`src/rtl/simon_round_key_sequencer.sv`:
```
// rtl/simon_round_key_sequencer.sv - Simon key-word state and round-key stream sequencer
//
// simon_key_schedule: combinational one-step Simon key expansion.
//    key_cur_i  in   [NKW-1:0][WW-1:0]  current key words (word 0 = oldest)
//    mode_i     in   1                  0 forward (encryption), 1 reverse (decryption)
//    c_xor_z_i  in   WW                 round constant c xor z-bit
//    key_nxt_o  out  [NKW-1:0][WW-1:0]  key words after one step
//
// simon_round_key_sequencer: owns the key registers and streams one round key per round.
//    clk_i, rst_i        clock, synchronous active-high reset
//    start_i, mode_i     begin a sequence (idle only), 0 enc / 1 dec
//    key_i               initial key words
//    rk_o, rk_valid_o, rk_ready_i, rk_last_o   round-key stream
//    busy_o, done_o      sequence in progress, pulse after final transfer

module simon_key_schedule #(
   parameter int WW  = 16,
   parameter int NKW = 4
) (
   input  logic [NKW-1:0][WW-1:0] key_cur_i,
   input  logic                   mode_i,
   input  logic [WW-1:0]          c_xor_z_i,
   output logic [NKW-1:0][WW-1:0] key_nxt_o
);

   function automatic logic [WW-1:0] ror(input logic [WW-1:0] x, input int r);
      return (x >> r) | (x << (WW - r));
   endfunction

   logic [WW-1:0] hi;
   logic [WW-1:0] side;
   logic [WW-1:0] tmp;

   // Forward: new word from k_i, k_{i+m-1}, k_{i+1}. Reverse runs the same
   // recurrence backwards, so the roles of words 1 and NKW-1 swap.
   always_comb begin
      hi   = mode_i ? key_cur_i[1] : key_cur_i[NKW-1];
      side = mode_i ? key_cur_i[NKW-1] : key_cur_i[1];
      tmp  = ror(hi, 3);
      if (NKW == 4) begin
         tmp = tmp ^ side;
      end
      tmp = tmp ^ ror(tmp, 1);
      for (int j = 0; j < NKW - 1; j++) begin
         key_nxt_o[j] = key_cur_i[j+1];
      end
      key_nxt_o[NKW-1] = c_xor_z_i ^ key_cur_i[0] ^ tmp;
   end

endmodule

module simon_round_key_sequencer #(
   parameter int WW   = 16,
   parameter int NKW  = 4,
   parameter int NR   = 32,
   parameter int ZIDX = 0
) (
   input  logic                   clk_i,
   input  logic                   rst_i,
   input  logic                   start_i,
   input  logic                   mode_i,
   input  logic [NKW-1:0][WW-1:0] key_i,
   output logic [WW-1:0]          rk_o,
   output logic                   rk_valid_o,
   input  logic                   rk_ready_i,
   output logic                   rk_last_o,
   output logic                   busy_o,
   output logic                   done_o
);

   localparam int              CW       = (NR > 1) ? $clog2(NR) : 1;
   localparam logic [CW-1:0]   LAST_CNT = CW'(NR - 1);
   localparam logic [CW-1:0]   PREV_CNT = CW'(NR - 2);
   localparam int              ZDEC_I   = ((NR - 1 - NKW) % 62 + 62) % 62;
   localparam logic [5:0]      ZDEC     = 6'(ZDEC_I);

   // Bit 61 of each constant is z_j index 0 (leftmost character of the sequence).
   function automatic logic [61:0] z_table(input int idx);
      case (idx)
         1:       return 62'b10001110111110010011000010110101000111011111001001100001011010;
         2:       return 62'b10101111011100000011010010011000101000010001111110010110110011;
         3:       return 62'b11011011101011000110010111100000010010001010011100110100001111;
         4:       return 62'b11010001111001101011011000100000010111000011001010010011101111;
         default: return 62'b11111010001001010110000111001101111101000100101011000011100110;
      endcase
   endfunction

   localparam logic [61:0] Z_SEQ = z_table(ZIDX);

   typedef enum logic {IDLE, RUN} state_t;

   state_t                 state_q;
   logic [NKW-1:0][WW-1:0] key_q;
   logic [NKW-1:0][WW-1:0] key_nxt;
   logic [CW-1:0]          cnt_q;
   logic [5:0]             zptr_q;
   logic                   mode_q;
   logic                   last_q;
   logic                   done_q;
   logic                   zbit;
   logic [WW-1:0]          c_xor_z;

   assign zbit    = Z_SEQ[6'd61 - zptr_q];
   assign c_xor_z = {{(WW-2){1'b1}}, 1'b0, zbit};

   simon_key_schedule #(
      .WW  (WW),
      .NKW (NKW)
   ) u_sched (
      .key_cur_i (key_q),
      .mode_i    (mode_q),
      .c_xor_z_i (c_xor_z),
      .key_nxt_o (key_nxt)
   );

   always_ff @(posedge clk_i) begin
      if (rst_i) begin
         state_q <= IDLE;
         key_q   <= '0;
         cnt_q   <= '0;
         zptr_q  <= '0;
         mode_q  <= 1'b0;
         last_q  <= 1'b0;
         done_q  <= 1'b0;
      end else begin
         done_q <= 1'b0;
         case (state_q)
            IDLE: begin
               if (start_i) begin
                  state_q <= RUN;
                  key_q   <= key_i;
                  mode_q  <= mode_i;
                  cnt_q   <= '0;
                  zptr_q  <= mode_i ? ZDEC : 6'd0;
                  last_q  <= (NR == 1);
               end
            end
            RUN: begin
               if (rk_ready_i) begin
                  key_q <= key_nxt;
                  if (mode_q) begin
                     zptr_q <= (zptr_q == 6'd0) ? 6'd61 : zptr_q - 6'd1;
                  end else begin
                     zptr_q <= (zptr_q == 6'd61) ? 6'd0 : zptr_q + 6'd1;
                  end
                  if (cnt_q == LAST_CNT) begin
                     // Counter parks at 0 rather than stepping past NR-1.
                     state_q <= IDLE;
                     cnt_q   <= '0;
                     last_q  <= 1'b0;
                     done_q  <= 1'b1;
                  end else begin
                     cnt_q  <= cnt_q + 1'b1;
                     last_q <= (cnt_q == PREV_CNT);
                  end
               end
            end
            default: state_q <= IDLE;
         endcase
      end
   end

   assign rk_o       = key_q[0];
   assign rk_valid_o = (state_q == RUN);
   assign busy_o     = (state_q == RUN);
   assign rk_last_o  = last_q;
   assign done_o     = done_q;

endmodule
```
`config.mk`:
```
export PLATFORM = sky130hd
export DESIGN_NAME = simon_round_key_sequencer
export DESIGN_NICKNAME = d
export VERILOG_FILES = /design/src/rtl/simon_round_key_sequencer.sv
export SDC_FILE = /design/constraint.sdc
export NUM_CORES = 1
export LEC_CHECK = 0
export CAP_MARGIN = 10
export CORE_UTILIZATION = 60
export DETAILED_ROUTE_END_ITERATION = 7
export DONT_BUFFER_PORTS = 1
export GPL_TIMING_DRIVEN = 0
export PLACE_DENSITY = 0.76
export SYNTH_ARGS = -nofsm -noshare
export SYNTH_HDL_FRONTEND = slang
export SYNTH_SLANG_ARGS = --single-unit
```
`constraint.sdc`:
```
create_clock -name clk_i -period 6 [get_ports clk_i]
set_clock_uncertainty 0.05 [all_clocks]
set_input_delay 0.9 -clock clk_i [delete_from_list [all_inputs] [get_ports clk_i]]
set_output_delay 0.9 -clock clk_i [all_outputs]
set_load 0.01 [all_outputs]
```
; ---- Word level (Yosys, flattened, before mapping)
; Memory sizes are Yosys's and may differ from the RTL's.
; Cells that the tools add are included.
[word_totals]
reg_bits = 79
romBits = 64
input_bits = 69
out_inout_bits = 20
wordCells = 59
n_memories = 1
[classes]
add_sub_neg = 4
order_cmp = 1
eq_ne = 5
muxes = 26
bitwise = 8
n_reduce_logical = 4
[memory_table]
columns = memory, words, word_bits, read_ports, rd_ports_with_merged_regs, write_ports, line_no
row1 = (name not given), 64, 1, 1, 0, 0, 103  ; assign zbit = Z_SEQ[6'd61 - zptr_q];
[ops]
columns = cell, count
row1 = $mux 64, 2
row2 = $pmux 64 s2, 1
row3 = $xor 16x16->16, 4
row4 = $mux 16, 2
row5 = $mux 6, 5
row6 = $mux 5, 4
row7 = $or 13x16->16, 1
row8 = $or 15x16->16, 1
row9 = $pmux 6 s2, 1
row10 = $eq 5x5->1 const B, 2
row11 = $pmux 5 s2, 1
row12 = $mux 1, 8
row13 = $lt 6x7->1 const B, 1
row14 = $add 6x1->6 const B, 1
row15 = $eq 6x6->1 const B, 1
row16 = $logic_not 6->1, 1
row17 = $sub 6x1->6 const B, 1
row18 = $sub 6x6->6 const A, 1
row19 = $add 5x1->5 const B, 1
row20 = $ne 2x2->1 const B, 2
row21 = $pmux 1 s2, 2
row22 = $reduce_and 2->1, 2
row23 = $reduce_or 3->1, 1
row24 = $not 1->1, 2

; ---- Longest topological paths before layout
; Gate-level depths: netlist of run 1.
[depth]
word_depth = 8
ltp_mapped = 9
mapped_depth_nobuf = 8

; ---- Modules after synthesis
; A second synthesis of run 1 with hierarchy kept.
[hier_totals]
cells_unflattened = 631
area_unflattened_um2 = 5654.2
[by_module_without_submodules]
columns = mod, n_inst, cells_per_inst, area_per_inst_um2, seq_area_each_um2
row1 = simon_round_key_sequencer, 1, 460, 4201.5, 1581.5
row2 = simon_key_schedule, 1, 171, 1452.6, 0.0

; ---- Worst setup path before layout of run 1
; Ideal clock, no wire load.
[synth_timing]
kind = register to register
start = register zptr_q[1]
end = register key_q[48] (netlist bit)
setup_ps = 131
arrival_ps = 2125
t_required_ps = 5819
slack_ps = 3694
path_stages_with_launch = 9
n_path_buf = 1
period_less_slack_ps = 2306
path_cell_list = dfxtp_1 inv_1 ha_1 buf_6 mux2_4 mux4_1 mux2i_1 xnor2_1 o32ai_1
[synth_via]
elab_chain_len = 7
[synth_rtl]
columns = element, line_no
row1 = start: declaration, 96  ; logic [5:0] zptr_q;
row2 = start signal: assignment, 134  ; zptr_q <= mode_i ? ZDEC : 6'd0;
row3 = start signal: assignment, 142  ; zptr_q <= (zptr_q == 6'd0) ? 6'd61 : zptr_q - 6'd1;
row4 = start signal: assignment, 144  ; zptr_q <= (zptr_q == 6'd61) ? 6'd0 : zptr_q + 6'd1;
row5 = $sub 6x6->6, 103
row6 = $mem_v2 64x1, --
row7 = $mux 1 (not written as such), 103
row8 = $xor 16x16->16 (2 in a row), 47  ; key_nxt_o[NKW-1] = c_xor_z_i ^ key_cur_i[0] ^ tmp;
row9 = $mux 64, 139  ; if (rk_ready_i) begin
row10 = $pmux 64 s2, 127  ; case (state_q)
row11 = end signal: assignment, 131  ; key_q <= key_i;
row12 = end signal: assignment, 140  ; key_q <= key_nxt;
row13 = end: declaration, 93  ; logic [NKW-1:0][WW-1:0] key_q;
; No other way between the ends. The select of a mux whose other input is x is not followed.
; A chain may end at the register's enable or synchronous reset.

; ---- Worst setup path in the final report of run 1
; Ends and elaborated chain as after synthesis.

==> flow_summary.ini, run 1 <==
[power_and_ir_drop]
cellPowerDensity_nw_per_um2 = 302.8
p_leak_nw = 1.843
ir_worst_vdd_mv = 0.2174

[cts]
cts_resized = 0
cts.path.max_buffers = 2
postCtsHoldBufs = 0
cts_buffers = 9
clk_latency_ns = 0.36
htree_levels = 3
clk_pin_slew_ns = 0.08
cts.sinks = 79
postCtsSetupBuffers = 0
tritoncts = done
cts_root_buf = clkbuf_8

[grt]
grt_usage = 0.3323
first_global_vias = 3851
grt_pass1_wl_mm = 19.60
overflow = 0
grt_max_degree = 14
antenna_found_initial = 0

[worst_setup_path]
path_depth = 8
crit_family = multiplexers
cp_max_fo = 9
slowest_stage = mux4_1
crit_required_ns = 6.18
r2r-start = zptr_q[1]
crit_start = zptr_q[1]
timing.rr.end = key_q[48]
criticalPathCategory = reg -> reg
end_kind = register
max_stage_delay_ns = 0.50
path_buf_inv = 2
crit_chain = inv_1 > ha_1 > buf_6 > mux2_4 > mux4_1 > mux2i_1 > xnor2_1 > o32ai_1
crit_end = key_q[48]
rrSetupSlack_ns = 3.32
reg2regPathDepth = 8
arrival_ns = 2.85
start_kind = register

[cells_and_area]
n_antenna_cell = 0
fin_area_um2 = 4896
layout-drive-gt1-share = 0.05505
final_nets = 622
area_growth_pct = 7.030

[yosys]
ys_warn_count = 0
synth_area_leaders = dfxtp_1 (35%), mux2i_1 (12%), a211oi_1 (11%), xnor2_1 (9.0%), nor2_1 (7.6%)
synth.distinct_cells = 39
ys_ff_latch = 79
synthesis.nets = 611
post_synth.cell_area_avg_um2 = 8.647
ys_seq_area_frac = 0.3457
synth_top_cell_by_area = dfxtp_1
synth-main-ff-cell = dfxtp_1
ys_async_sr_fraction = 0
syn-cell-area_um2 = 4574
synth_edf_count = 0
synth_top_cell_area_share = 0.3457
synth_cells = 529

[timing]
hold_viol_final = 0
setup_viol = 0
maxSlewViolCount = 0
fmax_mhz = 373.8
maxSlewHeadroom = 0.5304
period_share = 0.4458
tightest_slew_ns = 0.7044
period_needed_ns = 2.675
tns_ns = 0
grt_setup_unrepaired = false

[floorplanning]
die_area_um2 = 7977
core_area_um2 = 7292
pin_count = 89
num_rows = 31
die_w_um = 89.32
initial_utilization = 0.6273
dieHeight_um = 89.32

[drt]
vias_per_cell = 6.151
drt-total-wl_mm = 12.73
dr.pass1.iters = 5
wire_per_inst_um = 19.77
drt_iter0_drc = 251
ant_nets = 0
vias = 3961
drc = 0

[placed_design]
place_area_um2 = 4698
io_buffers = 0
hpwl_mm = 9.462
place_congestion = 0.8933

[outcome]
run_status = complete, no violations

[worst_hold_path]
hp-class = reg -> reg
whs_path_depth = 2

[flow_run]
cap_violations = 0
tightest hold or removal path, stage by stage, from the launching register on:
cell      delay [ns]
dfxtp_1         0.31
nor2_1          0.09
a211oi_1        0.05
sequential cells by signal, summed over array words and instances (netlist names):
name,flops
busy_o,1
rk_last_o,1
done_o,1
mode_q,1
zptr_q,6
cnt_q,5
key_q,48
rk_o,16
synthesized netlist by cell type, drive strengths merged (3+ instances only):
master  count
nor3        6
mux2i      55
xnor2      47
a21oi      27
nand3       5
o21ai      22
clkbuf     18
buf        20
dfxtp      79
ha         13
a31oi       3
a211oi     66
xor2       24
inv         7
nor2       93
and3        5
nand2b      3
nand2      16
logic make-up after synthesis:
group | Yosys count | share of synthesized area
and+or+nand+nor | 135 | 0.1223
AOI/OAI and AO/OA | 127 | 0.1811
xor gates and xnor gates | 71 | 0.1359
muxes | 59 | 0.1368
adders and majority gates | 13 | 0.03556
DFF | 79 | 0.3457
buffers and inverters | 45 | 0.04267
worst min path at each step:
stage                          from   endpoint
after floorplan            cnt_q[3]   cnt_q[3]
after CTS                 key_q[41]  key_q[41]
after global routing      key_q[36]  key_q[36]
after detailed placement  key_q[42]  key_q[42]
final                     key_q[42]  key_q[42]
after global placement    key_q[32]  key_q[32]
cells in the final DEF, fill, tap and decap left out, types with 5 or more instances in the layout:
| cell | n |
|---|---|
| mux2i_1 | 55 |
| clkbuf_1 | 19 |
| xor2_1 | 24 |
| buf_1 | 8 |
| nor3_1 | 6 |
| xnor2_1 | 47 |
| clkbuf_8 | 10 |
| dfxtp_1 | 79 |
| a211oi_1 | 66 |
| a21oi_1 | 27 |
| inv_1 | 6 |
| nand2_1 | 16 |
| ha_1 | 13 |
| buf_2 | 9 |
| nor2_1 | 93 |
| o21ai_0 | 19 |
| and3_1 | 5 |
| nand3_1 | 5 |
report_power, final:
part	internal (mW)	leakage, nW	total [mW]	switching [mW]
registers	0.577	0.654	0.653	0.0759
logic	0.195	1.09	0.423	0.228
clock network	0.204	0.0997	0.407	0.203
through the flow:
| stage | setup WS [ns] | power [mW] | hold WS, ns | util | cells |
|---|---|---|---|---|---|
| 2_1_floorplan | 3.694 | 0.9834 | 0.4127 | - | 529 |
| 3_3_place_gp | 3.447 | 1.063 | 0.4352 | 0.6443 | 628 |
| 3_5_place_dp | 3.378 | 1.077 | 0.4405 | 0.6443 | 628 |
| 4_1_cts | 3.366 | 1.479 | 0.4519 | 0.6714 | 644 |
| 5_1_grt | 3.268 | 1.545 | 0.4709 | 0.6714 | 644 |
| 6_report | 3.325 | 1.482 | 0.4492 | 0.6714 | 644 |
per-layer routing:
metal	share of wire	track usage	up-vias	wire length, um
met4	0.029	0.1342	0	369
met2	0.49	0.5663	171	6198
met1	0.41	0.4026	1868	5175
met5	0	0	-	0
li1	-	-	1882	-
met3	0.078	0.08126	40	988
cell type report:
| cell class | instances | area [um2] |
|---|---|---|
| multi-input cells | 405 | 2798 |
| flip-flops and latches | 79 | 1582 |
| plain buffers | 38 | 168.9 |
| fillers | 650 | 2396 |
| clock buffers | 11 | 141.4 |
| well taps | 99 | 123.9 |
| inverters | 7 | 26.28 |
| clock inverters | 5 | 56.30 |
(Power assumes the default switching activity.)
==> run 2, diff against run 1 <==
==> constraint.sdc (replaced) <==
create_clock -name clk_i -period 2.7 [get_ports clk_i]
set_clock_uncertainty 0.05 [all_clocks]
set_input_delay 0.405 -clock clk_i [delete_from_list [all_inputs] [get_ports clk_i]]
set_output_delay 0.405 -clock clk_i [all_outputs]
set_load 0.01 [all_outputs]
==> flow_summary.ini, run 2 (synthesized netlist as in run 1, its figures left out) <==
[outcome]
run_status = complete, no violations

[cts]
cts_buffers = 9
postCtsHoldBufs = 0
cts.sinks = 79
clk_latency_ns = 0.36
tritoncts = done
cts_resized = 0
cts_root_buf = clkbuf_8
cts.path.max_buffers = 2
postCtsSetupBuffers = 0
htree_levels = 3
clk_pin_slew_ns = 0.08

[placed_design]
io_buffers = 0
place_congestion = 0.8933
hpwl_mm = 9.462
dp.cells = 628
place_area_um2 = 4698

[timing]
hold_viol_final = 0
maxSlewViolCount = 0
tns_ns = 0
period_share = 0.9452
setup_viol = 0
fmax_mhz = 391.8
whs_ns = 0.1468
period_needed_ns = 2.552
maxSlewHeadroom = 0.5304
tightest_slew_ns = 0.7044
grt_setup_unrepaired = false

[power_and_ir_drop]
p_total_mw = 3.294
cellPowerDensity_nw_per_um2 = 672.7
ir_worst_vdd_mv = 0.4830
p_leak_nw = 1.843

[grt]
overflow = 0
antenna_found_initial = 0
grt_usage = 0.3323
grt_max_degree = 14
first_global_vias = 3851
grt_pass1_wl_mm = 19.60

[cells_and_area]
final_common_cell = nor2_1
layout.cells.non_filler = 644
final_nets = 622
regMostFlops = key_q
fin_area_um2 = 4897
layout_common_cells = nor2_1 (93), dfxtp_1 (78), a211oi_1 (66)
largest_register_ffs = 48
area_growth_pct = 7.057
layout-drive-gt1-share = 0.05688
n_antenna_cell = 0

[worst_hold_path]
hp-class = in -> reg
min-delay-start = mode_i
whs_path_depth = 2
hold_end = mode_q

[drt]
drt_iter0_drc = 251
drc = 0
vias_per_cell = 6.151
ant_nets = 0
drt-total-wl_mm = 12.73
vias = 3961
dr.pass1.iters = 5
wire_per_inst_um = 19.77

[floorplanning]
die_w_um = 89.32
die_area_um2 = 7977
initial_utilization = 0.6273
dieHeight_um = 89.32
pin_count = 89
num_rows = 31
core_area_um2 = 7292

[worst_setup_path]
crit_chain = inv_1 > ha_1 > buf_6 > mux2_4 > mux4_1 > mux2i_1 > xnor2_1 > o32ai_1
crit_required_ns = 2.88
r2r-start = zptr_q[1]
crit_family = multiplexers
start_kind = register
end_kind = register
rrSetupSlack_ns = 0.15
criticalPathCategory = reg -> reg
slowest_stage = mux4_1
arrival_ns = 2.73
timing.rr.end = key_q[48]
reg2regPathDepth = 8
path_buf_inv = 2
cp_max_fo = 9
max_stage_delay_ns = 0.50

[flow_run]
cap_violations = 0
-- run 2: metrics by stage --
stage            util  setup slack (ns)
6_report       0.6716            0.1479
3_5_place_dp   0.6443           0.07843
4_1_cts        0.6714           0.06565
2_1_floorplan       -            0.3937
5_1_grt        0.6716           0.07285
3_3_place_gp   0.6443            0.1472
-- run 2: cell type report --
class | count | area [um2]
fillers | 651 | 2395
plain buffers | 38 | 168.9
multi-input cells | 405 | 2798
well taps | 99 | 123.9
flip-flops and latches | 79 | 1583
clock inverters | 5 | 56.30
inverters | 7 | 26.28
clock buffers | 11 | 141.4
-- run 2: worst max-delay path by stage --
stage / to / from / depth (start not counted) / slack [ns]
detailed placement: key_q[48] / zptr_q[1] / 8 / 0.08
CTS: key_q[48] / zptr_q[1] / 8 / 0.07
floorplan: key_q[48] / zptr_q[1] / 8 / 0.39
global placement: key_q[48] / zptr_q[1] / 8 / 0.15
global route: key_q[48] / zptr_q[0] / 7 / 0.07
finish: key_q[48] / zptr_q[1] / 8 / 0.15
-- run 2: routing by layer --
metal  vias to the layer above  track usage  routed length [um]
met3                        40      0.08126                 988
met1                      1868       0.4026                5175
met4                         0       0.1342                 369
met5                         -            0                   0
met2                       171       0.5663                6198
li1                       1882            -                   -
-- run 2: power breakdown --
group | switching, mW | total (mW) | internal, mW | leakage [nW]
sequential | 0.169 | 1.45 | 1.28 | 0.654
combinational | 0.507 | 0.940 | 0.433 | 1.09
clock | 0.450 | 0.904 | 0.453 | 0.0997
total | 1.13 | 3.29 | 2.17 | 1.84
==> run 3, diff against run 2 <==
--- a/config.mk
+++ b/config.mk
@@ -13,4 +13,5 @@
 export PLACE_DENSITY = 0.76
 export SYNTH_ARGS = -nofsm -noshare
 export SYNTH_HDL_FRONTEND = slang
+export SYNTH_HIERARCHICAL = 1
 export SYNTH_SLANG_ARGS = --single-unit
==> flow_summary.ini, run 3 <==
[yosys]
synth_edf_count = 0
ys_async_sr_fraction = 0
synth_area_leaders = dfxtp_1 (28%), xnor2_1 (16%), mux2i_1 (15%), buf_4 (9.4%), a211oi_1 (8.6%)
synth_top_cell_area_share = 0.2797
syn-cell-area_um2 = 5654
synth_cells = 631
yosys-top-cells-count = xnor2_1 (106), mux2i_1 (84), dfxtp_1 (79)
ys_ff_latch = 79
synth-main-ff-cell = dfxtp_1
ys_seq_area_frac = 0.2797
post_synth.cell_area_avg_um2 = 8.961
synth.distinct_cells = 53
ys_warn_count = 6
synth_top_cell_by_area = dfxtp_1
synth.most_common_cell = xnor2_1

[power_and_ir_drop]
ir_worst_vdd_mv = 0.3774
p_leak_nw = 2.371
p_seq_frac = 0.364
clkPwrFrac = 0.265
combinationalPowerShare = 0.371
swShare = 0.3369
p_total_mw = 4.033
cellPowerDensity_nw_per_um2 = 651.9
internal-power_mw = 2.674
power.switching_mw = 1.359

[timing]
period_needed_ns = 2.574
tightest_slew_ns = 0.6401
maxSlewViolCount = 0
maxSlewHeadroom = 0.5733
period_share = 0.9532
fmax_mhz = 388.5
tns_ns = 0
hold_viol_final = 0
setup_viol = 0
layout_setup_ws_ns = 0.1263

[drt]
drt_iter0_drc = 291
ant_nets = 0
dr.pass1.iters = 5
wire_per_inst_um = 18.65
vias_per_cell = 5.840
vias = 4497
drc = 0
drt-total-wl_mm = 14.36

[floorplanning]
num_rows = 35
initial_utilization = 0.6148
pin_count = 89
die_w_um = 99.08
dieHeight_um = 99.08
die_area_um2 = 9816
core_area_um2 = 9196

[worst_setup_path]
crit_required_ns = 2.93
criticalPathCategory = reg -> reg
rrSetupSlack_ns = 0.13
cp_max_fo = 9
arrival_ns = 2.81
start_kind = register
end_kind = register

[cts]
clk_latency_ns = 0.36
tritoncts = done
htree_levels = 3
cts_root_buf = clkbuf_8
clk_pin_slew_ns = 0.09
postCtsHoldBufs = 0
cts.sinks = 79
cts_buffers = 9
cts.path.max_buffers = 2

[grt]
grt_usage = 0.3042
overflow = 0
first_global_vias = 4430
grt_pass1_wl_mm = 23.16
antenna_found_initial = 0
grt_max_degree = 14

[placed_design]
hpwl_mm = 10.79
place_ws_ns = -0.4348
place_area_um2 = 5842
place_congestion = 0.9031
io_buffers = 0

[cells_and_area]
area_growth_pct = 9.427
fin_area_um2 = 6187
n_antenna_cell = 0
largest_register_ffs = 48
final_common_cell = xnor2_1
layout-drive-gt1-share = 0.1866
final_nets = 737
layout_common_cells = xnor2_1 (105), mux2i_1 (83), dfxtp_1 (76)
regMostFlops = key_q

[worst_hold_path]
hp-class = in -> reg

[flow_run]
cap_violations = 0

[outcome]
run_status = complete, no violations
[run 3: layer usage]
layer,track usage,part of all wire,vias up
met5,0,0,-
met4,0.09050,0.013,0
li1,-,-,2168
met2,0.4997,0.47,145
met3,0.04823,0.060,14
met1,0.4129,0.46,2170
[run 3: area by class of cell]
class	count	area, um2
Multi-Input combinational cell	448	3452
Fill cell	760	3009
Sequential cell	79	1593
Buffer	106	703.2
Tap cell	111	138.9
Clock buffer	10	127.6
Clock inverter	5	107.6
Inverter	9	37.54
Timing Repair Buffer	2	27.53
[run 3: path summary, 6_finish.rpt]
check	start	end	cells after the start
setup / recovery	zptr_q[2]	key_q[48]	11
setup reg to reg	zptr_q[2]	key_q[48]	11
hold / removal	mode_i	mode_q	2
hold reg to reg	key_q[33]	key_q[33]	2
[run 3: logic make-up (layout without fill, tap and decap cells)]
kind of cell / Yosys count / count (layout) / synth area share
xor+xnor: 109 / 109 / 0.1688
mux: 88 / 88 / 0.1587
compound gates: 101 / 101 / 0.1350
flops: 79 / 79 / 0.2797
fa+ha+maj: 13 / 13 / 0.02877
buf+inv: 117 / 132 / 0.1301
other cells: 2 / 15 / 0.001328
simple gates: 122 / 122 / 0.09759
[run 3: what timing repair did]
item / 4_1_cts / 5_1_grt
setup endpoints to repair: 1 / 1
pin swaps: 2 / 2
resized for setup: 15 / 9
buffers inserted: 2 / 0
[run 3: power by group through the flow]
stage | clock (mW) | sequential, mW | combinational [mW]
after floorplan | 0 | 1.42 | 1.22
after global placement | 0 | 1.48 | 1.39
after detailed placement | 0 | 1.48 | 1.43
after CTS | 1.07 | 1.46 | 1.48
after global routing | 1.12 | 1.48 | 1.62
final | 1.07 | 1.47 | 1.50
[run 3: critical path: stages (launching register included)]
cell and delay [ns]:
dfxtp_4 0.38, buf_6 0.13, inv_1 0.07, ha_4 0.30, mux2_1 0.32, mux2_2 0.27, mux2i_2 0.18, a211oi_2 0.12
xnor2_2 0.19, xnor2_1 0.14, mux2i_1 0.12, a211oi_2 0.23
[run 3: through the flow]
step,hold slack (ns),util,std cells
after global routing,0.1716,0.6728,770
after detailed placement,0.4411,0.6352,755
after floorplan,0.4130,-,644
final,0.1405,0.6728,770
after global placement,0.4386,0.6352,755
after CTS,0.1381,0.6699,771
